**src/rtl/hazard_ctrl_unit.sv**
```systemverilog
// Operand forwarding, load-use stall sequencing and flush sequencing for the 3-stage IF/DE/MW pipeline.
// Latency: all outputs combinational from state and current inputs; counters update on the next edge.
// Backpressure: stall/stall_mw hold the front end and MW while a load completes; flush squashes IF/DE.
module hazard_ctrl_unit #(
    parameter int LOAD_LAT     = 1,
    parameter int FLUSH_CYCLES = 1,
    parameter int EXT_FWD      = 1,
    parameter int CNT_W        = 16
) (
    input  logic             clk,
    input  logic             rst,
    input  logic [31:0]      inst_de,
    input  logic [31:0]      inst_mw,
    input  logic             reg_wr_mw,
    input  logic             br_taken,
    input  logic             is_mret,
    input  logic [1:0]       interrupt,
    output logic             for_a,
    output logic             for_b,
    output logic             stall,
    output logic             stall_mw,
    output logic             flush,
    output logic [CNT_W-1:0] stall_cnt,
    output logic [CNT_W-1:0] flush_cnt
);

    localparam logic [6:0] OP_R    = 7'b0110011;
    localparam logic [6:0] OP_I    = 7'b0010011;
    localparam logic [6:0] OP_LD   = 7'b0000011;
    localparam logic [6:0] OP_ST   = 7'b0100011;
    localparam logic [6:0] OP_BR   = 7'b1100011;
    localparam logic [6:0] OP_JALR = 7'b1100111;

    localparam bit         EXT   = (EXT_FWD != 0);
    localparam logic [7:0] LL_M1 = 8'(LOAD_LAT - 1);
    localparam logic [7:0] FL_M1 = 8'(FLUSH_CYCLES - 1);

    typedef struct packed {
        logic [6:0] op_de;
        logic [6:0] op_mw;
        logic [4:0] rs1;
        logic [4:0] rs2;
        logic [4:0] rd;
    } hdr_t;

    typedef enum logic [1:0] {IDLE, LSTALL, RELEASE, FLUSH} state_t;

    hdr_t       hdr;
    state_t     state, state_nxt;
    logic [7:0] cnt, cnt_nxt;
    logic       rs1_user, rs2_user, hit_a, hit_b, lu, fe;

    assign hdr = '{op_de: inst_de[6:0], op_mw: inst_mw[6:0], rs1: inst_de[19:15],
                   rs2: inst_de[24:20], rd: inst_mw[11:7]};

    always_comb begin
        rs1_user = (hdr.op_de == OP_R) || (hdr.op_de == OP_I) ||
                   (EXT && ((hdr.op_de == OP_LD) || (hdr.op_de == OP_ST) ||
                            (hdr.op_de == OP_BR) || (hdr.op_de == OP_JALR)));
        rs2_user = (hdr.op_de == OP_R) ||
                   (EXT && ((hdr.op_de == OP_ST) || (hdr.op_de == OP_BR)));
    end

    // x0 is hardwired to zero, so a write to it never produces a forwardable value
    assign hit_a = reg_wr_mw && rs1_user && (hdr.rs1 != 5'd0) && (hdr.rs1 == hdr.rd);
    assign hit_b = reg_wr_mw && rs2_user && (hdr.rs2 != 5'd0) && (hdr.rs2 == hdr.rd);
    assign lu    = (hit_a || hit_b) && (hdr.op_mw == OP_LD) && (LOAD_LAT > 0);
    assign fe    = br_taken || is_mret || (interrupt == 2'b01);

    always_ff @(posedge clk) begin
        if (rst) begin
            state <= IDLE;
            cnt   <= 8'd0;
        end else begin
            state <= state_nxt;
            cnt   <= cnt_nxt;
        end
    end

    always_comb begin
        state_nxt = state;
        cnt_nxt   = cnt;
        for_a     = 1'b0;
        for_b     = 1'b0;
        stall     = 1'b0;
        stall_mw  = 1'b0;
        flush     = 1'b0;
        if (rst) begin
            state_nxt = IDLE;
            cnt_nxt   = 8'd0;
        end else if (fe) begin
            // a new event always restarts the flush window, even mid-stall or mid-flush
            flush = 1'b1;
            if (FLUSH_CYCLES > 1) begin
                state_nxt = FLUSH;
                cnt_nxt   = FL_M1;
            end else begin
                state_nxt = IDLE;
            end
        end else begin
            case (state)
                IDLE: begin
                    if (lu) begin
                        stall    = 1'b1;
                        stall_mw = 1'b1;
                        if (LOAD_LAT > 1) begin
                            state_nxt = LSTALL;
                            cnt_nxt   = LL_M1;
                        end else begin
                            state_nxt = RELEASE;
                        end
                    end else begin
                        for_a = hit_a;
                        for_b = hit_b;
                    end
                end
                LSTALL: begin
                    stall    = 1'b1;
                    stall_mw = 1'b1;
                    cnt_nxt  = cnt - 8'd1;
                    if (cnt == 8'd1) state_nxt = RELEASE;
                end
                RELEASE: begin
                    // load data is now available; forward it rather than re-detecting the hazard
                    for_a     = hit_a;
                    for_b     = hit_b;
                    state_nxt = IDLE;
                end
                FLUSH: begin
                    flush   = 1'b1;
                    cnt_nxt = cnt - 8'd1;
                    if (cnt == 8'd1) state_nxt = IDLE;
                end
                default: state_nxt = IDLE;
            endcase
        end
    end

    always_ff @(posedge clk) begin
        if (rst) begin
            stall_cnt <= '0;
            flush_cnt <= '0;
        end else begin
            if (stall && (stall_cnt != {CNT_W{1'b1}})) stall_cnt <= stall_cnt + CNT_W'(1);
            if (flush && (flush_cnt != {CNT_W{1'b1}})) flush_cnt <= flush_cnt + CNT_W'(1);
        end
    end

endmodule

```
**config.mk**
```make
export PLATFORM = sky130hd
export DESIGN_NAME = hazard_ctrl_unit
export DESIGN_NICKNAME = d
export VERILOG_FILES = /design/src/rtl/hazard_ctrl_unit.sv
export SDC_FILE = /design/constraint.sdc
export NUM_CORES = 1
export LEC_CHECK = 0
export ABC_AREA = 1
export CORE_UTILIZATION = 44
export CTS_CLUSTER_DIAMETER = 30
export DETAILED_ROUTE_END_ITERATION = 8
export GPL_ROUTABILITY_DRIVEN = 0
export HOLD_SLACK_MARGIN = 0.15
export PLACE_DENSITY = 0.93
export SKIP_CTS_REPAIR_TIMING = 1
export SKIP_LAST_GASP = 1
export SLEW_MARGIN = 30
export SYNTH_ARGS = -nofsm -noshare
export SYNTH_HDL_FRONTEND = slang
export SYNTH_SLANG_ARGS = --single-unit
```
**constraint.sdc**
```tcl
create_clock -name clk -period 3.6 [get_ports clk]
set_clock_uncertainty 0.05 [all_clocks]
set_input_delay 0.9 -clock clk [delete_from_list [all_inputs] [get_ports clk]]
set_output_delay 0.9 -clock clk [all_outputs]
set_load 0.01 [all_outputs]
```
# Word level (Yosys, flattened, before mapping)
# Cells that the tools add are included.
[op_classes] addsub=3 eq_ne=19 mux=19 bitwise_logic=1 reduce_logical=26
[op_table] cell="$add 16x1->16 const B" count=2
[op_table] cell="$ne 16x16->1 const B" count=2
[op_table] cell="$eq 7x2->1 const B" count=2
[op_table] cell="$eq 7x6->1 const B" count=2
[op_table] cell="$eq 7x7->1 const B" count=2
[op_table] cell="$mux 1" count=12
[op_table] cell="$eq 5x5->1" count=2
[op_table] cell="$logic_or 1x1->1" count=10
[op_table] cell="$reduce_bool 5->1" count=2
[op_table] cell="$logic_and 1x1->1" count=9
[op_table] cell="$eq 8x1->1 const B" count=1
[op_table] cell="$pmux 2 s4" count=1
[op_table] cell="$sub 8x1->8 const B" count=1
[op_table] cell="$eq 7x5->1 const B" count=1
[op_table] cell="$mux 2" count=3
[op_table] cell="$ne 2x2->1 const B" count=3
[op_table] cell="$pmux 1 s2" count=3
[op_table] cell="$eq 2x1->1 const B" count=2
[op_table] cell="$eq 2x2->1 const B" count=2
[op_table] cell="$reduce_or 2->1" count=2
[op_table] cell="$reduce_and 3->1" count=1
[op_table] cell="$logic_not 2->1" count=1
[op_table] cell="$reduce_and 2->1" count=1
[op_table] cell="$not 1->1" count=1
[word_totals] register_bits=42 in_bits=71 output_inout_bits=37 word_cells=72

# Logic depth before layout (Yosys ltp)
# Gate-level depths: netlist of run 1.
[depth] word_depth=15 mapped_depth=14 depth_no_buf=14

# Worst setup path after synthesis of run 1
# OpenSTA, ideal clock, no wires.
[synth_path] kind="input-to-output" start="input port interrupt[0]" end="output port stall_mw" t_arrival_ps=1797 required_time_ps=2650 slack_ps=853 cell_stages=7 path_buffers=1 cell_sequence="inv_1 > nor2_2 > nor3_4 > nand2_1 > nor2_4 > and2_1 > buf_4"
[synth_between] elab_chain_len=4
[synth_rtl] item="start, declared" line="17" text="input logic [1:0] interrupt,"
[synth_rtl] item="$eq 2x1->1" line="68" text="assign fe = br_taken || is_mret || (interrupt == 2'b01);"
[synth_rtl] item="$logic_or 1x1->1" line="68"
[synth_rtl] item="$mux 1 (2 in a row)"
[synth_rtl] item="end, declared" line="21" text="output logic stall_mw,"
# No other way between the ends.

# Worst setup path in the final report of run 1
[layout_path] start="input port inst_mw[11]" end="output port for_a"
[layout_between] elab_chain_len=8 word_cells_on_any_way=10 classes_between="2 x eq/ne; 4 x mux; 4 x reduce/logical"
[layout_rtl] item="start, declared" line="13" text="input logic [31:0] inst_mw,"
[layout_rtl] item="$eq 5x5->1, on equally long branches" line="65, 66"
[layout_rtl] item="$logic_and 1x1->1, on equally long branches" line="65, 66"
[layout_rtl] item="$logic_or 1x1->1" line="67" text="assign lu = (hit_a || hit_b) && (hdr.op_mw == OP_LD) && (LOAD_LAT > 0);"
[layout_rtl] item="$logic_and 1x1->1" line="67"
[layout_rtl] item="$mux 1" line="103" text="if (lu) begin"
[layout_rtl] item="$pmux 1 s2 (*)" line="101" text="case (state)"
[layout_rtl] item="$mux 1 (*)" line="91" text="end else if (fe) begin"
[layout_rtl] item="$mux 1 (*)" line="88" text="if (rst) begin"
[layout_rtl] item="end, declared" line="18" text="output logic for_a,"
# Every way passes the cells marked *; elsewhere a longest branch is shown, timed or not.

==> results of run 1 <==
## synthesized netlist by cell type, types with 2 or more instances
master    instances  share of area (%)
nand2_2           5                1.4
o21bai_1          2               0.68
nor3_1            8                1.8
nor2_4            7                3.5
nor3_2            2               0.90
xnor2_1           3                1.2
nand4_1          12                3.4
and2_1            2               0.56
dfxtp_1          33                 30
a21oi_1          16                3.6
ha_1              2                1.1
nor2_2            4                1.1
buf_2             2               0.45
nor2_1           43                7.3
nand2_1         101                 17
nor3b_1           2               0.68
nand3_1          18                4.1
nor4_1            3               0.84
a31oi_1           3               0.84
o21ai_0          18                4.1
inv_2             4               0.68
inv_1            60                 10
xor2_1            2               0.79
## logic make-up after synthesis
family,share of synthesized area (%)
and+or+nand+nor,45.3
buffers and inverters,11.8
AOI/OAI and AO/OA,10.1
DFF,29.7
xor gates and xnor gates,1.97
adders and majority gates,1.13
## flip-flops by register name (all words and copies together), names as in the netlist
signal	cells
state	1
flush_cnt	16
stall_cnt	16
## cell type report
cell class,instances,area [um^2]
Fill cell,388,1530
Inverter,64,240
Clock buffer,6,82.6
Clock inverter,2,37.5
Tap cell,67,83.8
Timing Repair Buffer,88,851
Sequential cell,33,661
Multi-Input combinational cell,261,1300
## final timing paths
| check | slack (ns) | from | end |
|---|---|---|---|
| hold / removal | 0.46 | flush_cnt[8]$_SDFFE_PP0P_ | flush_cnt[8]$_SDFFE_PP0P_ |
| setup / recovery | 0.22 | inst_mw[11] | for_a |
| setup reg to reg | 1.65 | stall_cnt[0]$_SDFFE_PP0P_ | stall_cnt[2]$_SDFFE_PP0P_ |
| hold reg to reg | 0.46 | flush_cnt[8]$_SDFFE_PP0P_ | flush_cnt[8]$_SDFFE_PP0P_ |
## per-stage QoR
stage	TNS [ns]	total power, mW	hold WS [ns]
global route	0	0.910	0.472
CTS	-0.449	0.871	0.454
finish	0	0.870	0.458
global placement	-0.218	0.504	0.434
detailed placement	-0.404	0.508	0.441
floorplan	0	0.433	0.445
## placed cells by master, fill, tap and decap left out, types with 12 or more instances in the layout
cell type,synthesis,layout
o21ai_0,18,18
nand2_1,101,101
nand3_1,18,18
dfxtp_1,33,33
inv_1,60,60
a21oi_1,16,16
nor2_1,43,43
clkdlybuf4s50_1,0,68
buf_4,1,16
nand4_1,12,12
## worst register-to-register path: stages, from the launching register on
cell,delay [ns]
dfxtp_1,0.36
ha_1,0.20
inv_1,0.07
nor2_1,0.13
nand2_1,0.10
nor2_4,0.17
nand2_2,0.09
nor2_4,0.10
nand2_2,0.09
nand3_4,0.19
inv_2,0.09
nand3_1,0.09
nand2_1,0.08
nor2_2,0.08
## power by group
part           internal, mW  switching, mW
combinational        0.0694         0.0608
clock                 0.225          0.143
sequential            0.368        0.00324
## layer usage
metal	track usage [%]	vias to the layer above
li1	-	1320
met1	29.1	1184
met2	46.4	101
met3	5.80	16
met4	9.80	0
met5	0	-
==> results.py, run 1 <==
metrics = {
    "layout": {
        "drive_gt1_share_pct": 11.0,
        "final_util_pct": 68.0,
        "syn_to_final_growth_pct": 46.5,
        "final_cell_count_no_fill": 521,
        "nets": 526,
        "diodes": 0,
        "design_area_um2": 3260,
    },
    "sta": {
        "drv_slew": 0,
        "rsz0062_at_grt": "no",
        "hold_viol": 0,
        "setup_viol": 0,
        "final.setup.worst_slack_ns": 0.218,
        "fmax_ghz": 0.296,
        "worstMarginPinSlew_ns": 0.404,
        "fin_crit_ns": 3.38,
        "min_period_over_period_pct": 93.9,
        "maxSlewHeadroom_pct": 72.8,
    },
    "route": {
        "met1Wirelength_um": 2600,
        "route.met3.wl_um": 499,
        "routed.top_layer": "met4",
        "wl_um": 6460,
        "vias": 2621,
        "drt-initial-drc-count": 220,
        "route.met2.wl_um": 3220,
        "drcViolationCount": 0,
        "routedWlPerCell_um": 12.4,
        "ant_nets": 0,
        "vias_per_cell": 5.03,
        "drt_pre_antenna_iters": 4,
    },
    "pwr": {
        "ir_drop_v": 0.000247,
        "powerDensity_nw_per_um2": 267,
        "power.leakage_nw": 1.42,
    },
    "clock_tree": {
        "path_clk_slew_ns": 0.07,
        "worstSkewPairLatency_ns": 0.29,
        "ctsLongestPathBuffers": 2,
        "cts_root_buffer": "clkbuf_8",
        "cts_tree": "yes",
        "cts_buffers": 5,
        "h-tree-depth": 2,
        "clkSinkCount": 33,
    },
    "placed_design": {
        "post-place-ws_ns": -0.114,
        "hpwl_um": 4840,
        "numPortBuffers": 72,
        "place_inst": 513,
        "dpl_cell_area_um2": 3130,
    },
    "synthesis": {
        "synth-seq-cells": 33,
        "yosys_warnings": 0,
        "async_flop_share_pct": 0,
        "synth.avg_cell_area_um2": 6.14,
        "syn_nets": 435,
        "synth_flop_cell": "dfxtp_1",
        "seq_area_frac_synth_pct": 29.7,
        "synth_edf_count": 0,
        "synthesis.area_um2": 2220,
        "synth_cell_types": 33,
        "synthCells": 362,
    },
    "worst_setup_path": {
        "path_buf_inv": 3,
        "path_max_fanout": 3,
        "worst-path-stages": 9,
        "crit_family": "buffers and inverters",
        "slowest_stage": "clkdlybuf4s50_1",
        "crit_type": "primary input to output port",
        "required_ns": 2.65,
        "path_cells": "clkdlybuf4s50_1, nand2_1, nand2_1, nand2_1, nor2_1, nand4_1, buf_4, nor2_1, dlymetal6s2s_1",
        "cpMostUsedCell": "nand2_1",
        "crit_arrival_ns": 2.43,
        "r2r_cells": 13,
        "start_kind": "primary input",
        "crit_path_end_kind": "output port",
        "max_stage_delay_ns": 0.51,
    },
    "floorplanning": {
        "dieWidth_um": 73.1,
        "start_util_pct": 46.4,
        "rows": 25,
        "die_h_um": 73.1,
        "coreArea_um2": 4790,
        "die_area_um2": 5340,
        "io_pins": 108,
    },
    "flow_run": {
        "cap_violations": 0,
    },
    "global_routing": {
        "grt_max_degree": 24,
        "grt_pass1_vias": 2529,
        "grt_pass1_wl_um": 10700,
        "grt_util_all_layers_pct": 25.7,
        "antenna_found_initial": 0,
        "grt_remaining_overflow": 0,
    },
    "hold_path": {
        "hold_depth": 2,
        "hold_path_class": "flip-flop to flip-flop",
    },
    "status": {
        "status": "complete, no violations",
    },
}
(Power assumes the default switching activity.)
==> run 2: changes to the inputs <==
- CORE_UTILIZATION: 44 -> 41
- MAX_ROUTING_LAYER: not set -> met4
- PLACE_DENSITY: 0.93 -> 0.88
- clock period: 3.6 -> 3.4 ns (I/O delays scaled with it)
==> results.py, run 2 (synthesized netlist as in run 1, its figures left out) <==
metrics = {
    "layout": {
        "drive_gt1_share_pct": 13.7,
        "design_area_um2": 3330,
        "nets": 538,
        "multi_input_area_um2": 1320,
        "seqCellArea_um2": 661,
        "mostFrequentLayoutCells": "nand2_1, clkdlybuf4s50_1, inv_1",
        "syn_to_final_growth_pct": 49.9,
        "diodes": 0,
        "layout_commonest_cell": "nand2_1",
        "nFillCells": 421,
        "final_cell_count_no_fill": 536,
        "reg_top3": "flush_cnt x16, stall_cnt x16, state x1",
        "final_util_pct": 64.4,
    },
    "pwr": {
        "power.leakage_nw": 1.48,
        "ir_drop_v": 0.000209,
        "powerDensity_nw_per_um2": 251,
    },
    "global_routing": {
        "antenna_found_initial": 0,
        "use_met2_pct": 43.4,
        "grt_remaining_overflow": 0,
        "grt_use_met1_pct": 27.9,
        "grt_pass1_wl_um": 10500,
        "grt_util_all_layers_pct": 24.8,
        "grtUsageMet3_pct": 4.50,
        "grt_pass1_vias": 2516,
        "grt_max_degree": 14,
        "top_usage_layer": "met2",
    },
    "worst_setup_path": {
        "start_kind": "primary input",
        "slowest_stage": "clkdlybuf4s50_1",
        "cpMostUsedCell": "nand2_1",
        "r2r_cells": 11,
        "required_ns": 2.50,
        "rrSetupSlack_ns": 1.46,
        "max_stage_delay_ns": 0.52,
        "path_max_fanout": 3,
        "crit_arrival_ns": 2.45,
        "crit_type": "primary input to output port",
        "path_cells": "clkdlybuf4s50_1, inv_1, nand2_1, nand2_1, inv_1, nand2_1, nor2_1, nand3_1, nand2_2, and2_1, dlymetal6s2s_1",
        "crit_path_end_kind": "output port",
        "r2r-start": "stall_cnt[0]$_SDFFE_PP0P_",
        "cp-startpoint": "inst_de[22]",
    },
    "floorplanning": {
        "io_pins": 108,
        "rows": 26,
        "die_area_um2": 5720,
        "dieWidth_um": 75.6,
        "die_h_um": 75.6,
        "coreArea_um2": 5170,
        "start_util_pct": 43.0,
    },
    "placed_design": {
        "hpwl_um": 5100,
        "post-place-ws_ns": -0.270,
        "numPortBuffers": 72,
        "place_inst": 527,
        "dpl_cell_area_um2": 3210,
    },
    "sta": {
        "setup_viol": 0,
        "hold_viol": 0,
        "final.setup.worst_slack_ns": 0.0545,
        "hold_ws_ns": 0.443,
        "fmax_ghz": 0.299,
        "drv_slew": 0,
        "min_period_over_period_pct": 98.4,
        "fin_crit_ns": 3.35,
        "maxSlewHeadroom_pct": 74.6,
        "rsz0062_at_grt": "no",
        "worstMarginPinSlew_ns": 0.378,
    },
    "clock_tree": {
        "ctsLongestPathBuffers": 2,
        "cts_tree": "yes",
        "cts_root_buffer": "clkbuf_8",
        "clkSinkCount": 33,
        "cts_buffers": 5,
        "h-tree-depth": 2,
        "path_clk_slew_ns": 0.07,
        "worstSkewPairLatency_ns": 0.29,
    },
    "route": {
        "drt-initial-drc-count": 249,
        "drt_pre_antenna_iters": 4,
        "ant_nets": 0,
        "wl_um": 6510,
        "drcViolationCount": 0,
        "routedWlPerCell_um": 12.1,
        "vias": 2681,
        "vias_per_cell": 5.00,
    },
    "hold_path": {
        "hold_depth": 2,
        "hold_path_class": "flip-flop to flip-flop",
        "worstHoldStart": "stall_cnt[3]$_SDFFE_PP0P_",
    },
    "flow_run": {
        "cap_violations": 0,
    },
    "status": {
        "status": "complete, no violations",
    },
}
run 2: cell type report:
cell class	instances	share of cell area, %
inverter	64	7.21
tap	70	2.63
multi-input combinational	261	39.5
clock inverter	2	0.301
timing repair buffer	100	28.3
clock buffer	6	2.18
sequential	33	19.8
run 2: worst max-delay path, delay by kind of cell:
kind	cells	cell delay [ns]
and+or+nand+nor	7	0.75
buffers and inverters	4	0.84
run 2: power by group:
group	leakage (nW)	internal, mW	switching, mW	total [mW]
sequential	0.266	0.390	0.00366	0.393
clock	0.0450	0.142	0.151	0.292
combinational	1.17	0.0838	0.0681	0.152
total	1.48	0.615	0.222	0.838
run 2: metal layers:
metal,wire (um),share of wire [%]
met1,2710,42
met2,3280,50
met3,373,5.7
met4,156,2.4
met5,0,0
run 2: final timing paths:
path / to
worst max-delay path: stall
worst min register to register: stall_cnt[3]$_SDFFE_PP0P_
worst min-delay path: stall_cnt[3]$_SDFFE_PP0P_
worst max register to register: stall_cnt[0]$_SDFFE_PP0P_
run 2: through the flow:
step	total power, mW	setup TNS, ns
floorplan	0.459	0
global placement	0.545	-0.410
detailed placement	0.550	-0.831
CTS	0.838	-0.820
global route	0.873	0
finish	0.838	0
